File: src/rtl/vedic_mac_accumulator.sv
// Operand sequencer and dot-product accumulator around the pipelined Vedic multiplier.
// Products are tagged through a shift register matching the multiplier latency.
module vedic_mac_accumulator #(
    parameter int MUL_LATENCY = 5,
    parameter int ACC_W       = 24
) (
    input  logic             clk1,
    input  logic             rst,
    input  logic             in_valid,
    output logic             in_ready,
    input  logic [7:0]       in_a,
    input  logic [7:0]       in_b,
    input  logic             in_last,
    output logic [7:0]       mult_i,
    output logic [7:0]       mult_j,
    input  logic [15:0]      mult_z,
    output logic             out_valid,
    input  logic             out_ready,
    output logic [ACC_W-1:0] out_acc,
    output logic [7:0]       out_count,
    output logic             out_ovf
);

    typedef enum logic [1:0] {
        RUN,
        DRAIN,
        HOLD
    } state_e;

    state_e                 state_q, state_d;
    logic                   ready_q, ready_d;
    logic                   valid_q, valid_d;
    logic [MUL_LATENCY-1:0] vld_sr_q, vld_sr_d;
    logic [MUL_LATENCY-1:0] last_sr_q, last_sr_d;
    logic [ACC_W-1:0]       acc_q, acc_d;
    logic [7:0]             cnt_q, cnt_d;
    logic                   ovf_q, ovf_d;
    logic [ACC_W-1:0]       out_acc_q, out_acc_d;
    logic [7:0]             out_count_q, out_count_d;
    logic                   out_ovf_q, out_ovf_d;

    logic                   fire;
    logic                   tap;
    logic                   tap_last;
    logic [ACC_W:0]         sum;
    logic [7:0]             cnt_inc;

    // Gate with rst so nothing is accepted in the reset cycle itself.
    assign in_ready  = ready_q & ~rst;
    assign fire      = in_valid & in_ready;
    assign mult_i    = fire ? in_a : 8'd0;
    assign mult_j    = fire ? in_b : 8'd0;
    assign out_valid = valid_q;
    assign out_acc   = out_acc_q;
    assign out_count = out_count_q;
    assign out_ovf   = out_ovf_q;

    assign tap      = vld_sr_q[MUL_LATENCY-1];
    assign tap_last = tap & last_sr_q[MUL_LATENCY-1];
    assign sum      = (ACC_W+1)'(acc_q) + (ACC_W+1)'(mult_z);
    assign cnt_inc  = (cnt_q == 8'hFF) ? 8'hFF : cnt_q + 8'd1;

    always_comb begin
        state_d     = state_q;
        ready_d     = ready_q;
        valid_d     = valid_q;
        vld_sr_d    = {vld_sr_q[MUL_LATENCY-2:0], fire};
        last_sr_d   = {last_sr_q[MUL_LATENCY-2:0], fire & in_last};
        acc_d       = acc_q;
        cnt_d       = cnt_q;
        ovf_d       = ovf_q;
        out_acc_d   = out_acc_q;
        out_count_d = out_count_q;
        out_ovf_d   = out_ovf_q;

        if (tap_last) begin
            out_acc_d   = sum[ACC_W-1:0];
            out_count_d = cnt_inc;
            out_ovf_d   = ovf_q | sum[ACC_W];
            acc_d       = '0;
            cnt_d       = 8'd0;
            ovf_d       = 1'b0;
        end else if (tap) begin
            acc_d = sum[ACC_W-1:0];
            cnt_d = cnt_inc;
            ovf_d = ovf_q | sum[ACC_W];
        end

        case (state_q)
            RUN: begin
                if (fire && in_last) begin
                    state_d = DRAIN;
                    ready_d = 1'b0;
                end
            end
            DRAIN: begin
                if (tap_last) begin
                    state_d = HOLD;
                    valid_d = 1'b1;
                end
            end
            HOLD: begin
                if (out_ready) begin
                    state_d = RUN;
                    valid_d = 1'b0;
                    ready_d = 1'b1;
                end
            end
            default: begin
                state_d = RUN;
                ready_d = 1'b1;
                valid_d = 1'b0;
            end
        endcase
    end

    always_ff @(posedge clk1) begin
        if (rst) begin
            state_q     <= RUN;
            ready_q     <= 1'b1;
            valid_q     <= 1'b0;
            vld_sr_q    <= '0;
            last_sr_q   <= '0;
            acc_q       <= '0;
            cnt_q       <= 8'd0;
            ovf_q       <= 1'b0;
            out_acc_q   <= '0;
            out_count_q <= 8'd0;
            out_ovf_q   <= 1'b0;
        end else begin
            state_q     <= state_d;
            ready_q     <= ready_d;
            valid_q     <= valid_d;
            vld_sr_q    <= vld_sr_d;
            last_sr_q   <= last_sr_d;
            acc_q       <= acc_d;
            cnt_q       <= cnt_d;
            ovf_q       <= ovf_d;
            out_acc_q   <= out_acc_d;
            out_count_q <= out_count_d;
            out_ovf_q   <= out_ovf_d;
        end
    end

endmodule

File: config.mk
export PLATFORM = sky130hd
export DESIGN_NAME = vedic_mac_accumulator
export DESIGN_NICKNAME = d
export VERILOG_FILES = /design/src/rtl/vedic_mac_accumulator.sv
export SDC_FILE = /design/constraint.sdc
export NUM_CORES = 1
export LEC_CHECK = 0
export ABC_AREA = 1
export ABC_CLOCK_PERIOD_IN_PS = 4480
export CORE_MARGIN = 1
export CORE_UTILIZATION = 25
export CTS_BUF_LIST = sky130_fd_sc_hd__clkbuf_4 sky130_fd_sc_hd__clkbuf_8
export CTS_CLUSTER_SIZE = 16
export DETAILED_ROUTE_END_ITERATION = 6
export GPL_ROUTABILITY_DRIVEN = 0
export RECOVER_POWER = 25
export REMOVE_ABC_BUFFERS = 1
export SLEW_MARGIN = 10
export SYNTH_ARGS = -nofsm -noshare
export SYNTH_HDL_FRONTEND = slang
export SYNTH_SLANG_ARGS = --single-unit
File: constraint.sdc
create_clock -name clk1 -period 4.48 [get_ports clk1]
set_input_delay 0.448 -clock clk1 [delete_from_list [all_inputs] [get_ports clk1]]
set_output_delay 0.448 -clock clk1 [all_outputs]
set_load 0.01 [all_outputs]
==> impl_metrics.env <==
export IMPL_critPathLaunchType="input pin"
export IMPL_numCtsBuffers=9
export IMPL_layout_common_cells="214 x nand2_1, 134 x inv_1, 105 x nor2_1"
export IMPL_htree_levels=3
export IMPL_synth_area_mm2=0.00455
export IMPL_cts_root_buffer="clkbuf_8"
export IMPL_arrival_ns=2.81
export IMPL_cts_tree="built"
export IMPL_grt_max_degree=42
export IMPL_place_ws_ns=1.89
export IMPL_wl_per_cell_um=11.6
export IMPL_finalSetupTns_ns=0
export IMPL_leakage_nw=2.98
export IMPL_slew_headroom_pct=38.1
export IMPL_synthSimpleGateAreaFrac_pct=35.9
export IMPL_hold_class="reg2reg"
export IMPL_synth_distinct_cells=32
export IMPL_synth_top_cell_area_share_pct=35.2
export IMPL_dpl_hpwl_um=8980
export IMPL_synth_compound_area_share_pct=9.01
export IMPL_insertion_delay_ns=0.37
export IMPL_crit_fanout=21
export IMPL_remaining_drc_errors=0
export IMPL_critPathSlowestCell="clkbuf_1"
export IMPL_powerDensity_mw_per_mm2=265
export IMPL_cp_end_kind="output pin"
export IMPL_die_h_um=137
export IMPL_rows=48
export IMPL_routed_via_count=4472
export IMPL_ios=88
export IMPL_min_period_ns=3.26
export IMPL_design_area_mm2=0.00589
export IMPL_fill_cells=1916
export IMPL_initial_utilization_pct=26.0
export IMPL_synth_area_leaders="dfxtp_1 35%, nand2_1 18%, inv_1 11%"
export IMPL_core_region_area_mm2=0.0175
export IMPL_yosysWarnings=0
export IMPL_hold_viol=0
export IMPL_final_max_slew_viol_count=0
export IMPL_seq_area_frac_synth_pct=35.2
export IMPL_drive_above_1_share_pct=3.67
export IMPL_final_common_cell="nand2_1"
export IMPL_wl_um=12100
export IMPL_peakVddDrop_uv=114
export IMPL_clk_pin_slew_ns=0.09
export IMPL_path_class="in2out"
export IMPL_finalWorstSetupSlack_ns=1.22
export IMPL_status="completed"
export IMPL_drt_initial_drc_count=271
export IMPL_area_delta_synth_final_pct=29.3
export IMPL_drt_pass1_iterations=5
export IMPL_crit_chain="dlygate4sd3_1 -> clkbuf_1 -> nor2_2 -> nand2_1 -> nor2_1 -> clkdlybuf4s50_1"
export IMPL_post_cts_buffers=0
export IMPL_vias_per_cell=4.29
export IMPL_cts_resized=0
export IMPL_cap_violations=0
export IMPL_dieArea_mm2=0.0188
export IMPL_clock_fmax_mhz=307
export IMPL_required_ns=4.03
export IMPL_io_buffers=87
export IMPL_worst_pin_slew_ns=0.928
export IMPL_hold_buffers=0
export IMPL_antenna_found_initial=0
export IMPL_slowest_delay_ns=0.69
export IMPL_n_antenna_cell=0
export IMPL_syn_area_per_cell_um2=6.26
export IMPL_postSynthCellCount=727
export IMPL_synth_seq_cells=80
export IMPL_fin_crit_sh_pct=72.7
export IMPL_overflow=0
export IMPL_grt_pass1_vias=4176
export IMPL_nNetsFinal=867
export IMPL_ant_nets=0
export IMPL_rsz0062_at_grt="false"
export IMPL_synth_adder_area_share_pct=5.11
export IMPL_die_w_um=137
export IMPL_synthMuxAreaShare_pct=0
export IMPL_synth_top_family_by_area="simple AND/OR/NAND/NOR gates"
export IMPL_clockBufferDepth=2
export IMPL_grt_pass1_wl_um=20200
export IMPL_setup_viol=0
export IMPL_grt_usage_pct=13.7
export IMPL_power_mw=1.56
export IMPL_synth_top_area_cell="dfxtp_1"
export IMPL_placedInstanceArea_mm2=0.00565
export IMPL_finalClockSkew_ns=0.00666
export IMPL_synthXorXnorAreaFrac_pct=1.54
export IMPL_cts_sinks=80
[stage by stage]
stage | std cells | hold slack [ns] | util (%)
6_report | 1042 | 0.405 | 33.6
5_1_grt | 1042 | 0.429 | 33.6
4_1_cts | 1042 | 0.408 | 33.6
3_5_place_dp | 1026 | 0.395 | 32.2
3_3_place_gp | 1026 | 0.389 | 32.2
2_1_floorplan | 710 | 0.388 | -
[final timing paths]
path	to	slack (ns)	startpoint	cells past startpoint
worst max-delay path	mult_j[5]	1.22	rst	6
worst min-delay path	last_sr_q[2]	0.41	last_sr_q[1]	2
worst max register to register	cnt_q[4]	2.07	vld_sr_q[4]	9
worst min register to register	last_sr_q[2]	0.41	last_sr_q[1]	2
[cell type report]
cell class              instances  area, um^2  share of cell area [%]
multi-input cells             493        2350                    39.9
flip-flops and latches         80        1600                    27.2
repair buffers                 91         897                    15.2
inverters                     137         514                    8.74
well taps                     225         282                    4.78
clock buffers                  10         131                    2.23
clock inverters                 6         115                    1.96
[worst max-delay path: cells and delay by family]
kind | cells | cell delay [ns]
buffers and inverters | 3 | 1.71
AND/OR/NAND/NOR | 3 | 0.65
[registers in the layout, indices dropped and copies added (netlist names)]
name / cells
ready_q: 1
out_valid: 1
cnt_q: 8
out_count: 8
last_sr_q: 5
vld_sr_q: 5
out_ovf: 1
ovf_q: 1
acc_q: 24
out_acc: 24
state_q: 2
[where the power goes]
| group | switching, mW | total, mW | internal, mW |
|---|---|---|---|
| Combinational | 0.0941 | 0.171 | 0.0765 |
| Clock | 0.285 | 0.665 | 0.380 |
| Sequential | 0.00563 | 0.727 | 0.721 |
| Total | 0.384 | 1.56 | 1.18 |
[cells by family (layout without fill, tap and decap cells)]
family | after synthesis | in the layout
adder cells (fa/ha/maj) | 18 | 18
AO/OA/AOI/OAI | 69 | 69
XOR/XNOR | 8 | 8
AND/OR/NAND/NOR | 398 | 398
flip-flops | 80 | 80
buffers and inverters | 154 | 244
[synthesized netlist by cell type, drive strengths merged]
master / n
nand2: 215
inv: 136
nor2: 111
dfxtp: 80
nand3: 49
a21oi: 25
o21ai: 24
ha: 17
buf: 12
a22o: 11
nand4: 9
xor2: 7
clkbuf: 5
nor3: 5
o211ai: 5
or2: 4
nand3b: 3
o21bai: 2
a21o: 1
and2: 1
clkinv: 1
fa: 1
nor4: 1
o31ai: 1
xnor2: 1
[layer usage]
| metal | track usage (%) | wire length [um] | vias to the layer above |
|---|---|---|---|
| met5 | 0 | 0 | - |
| met4 | 3.36 | 158 | 0 |
| met2 | 22.2 | 5140 | 131 |
| met1 | 18.1 | 5960 | 1926 |
| li1 | - | - | 2402 |
| met3 | 3.52 | 803 | 13 |
(Power assumes the default switching activity.)
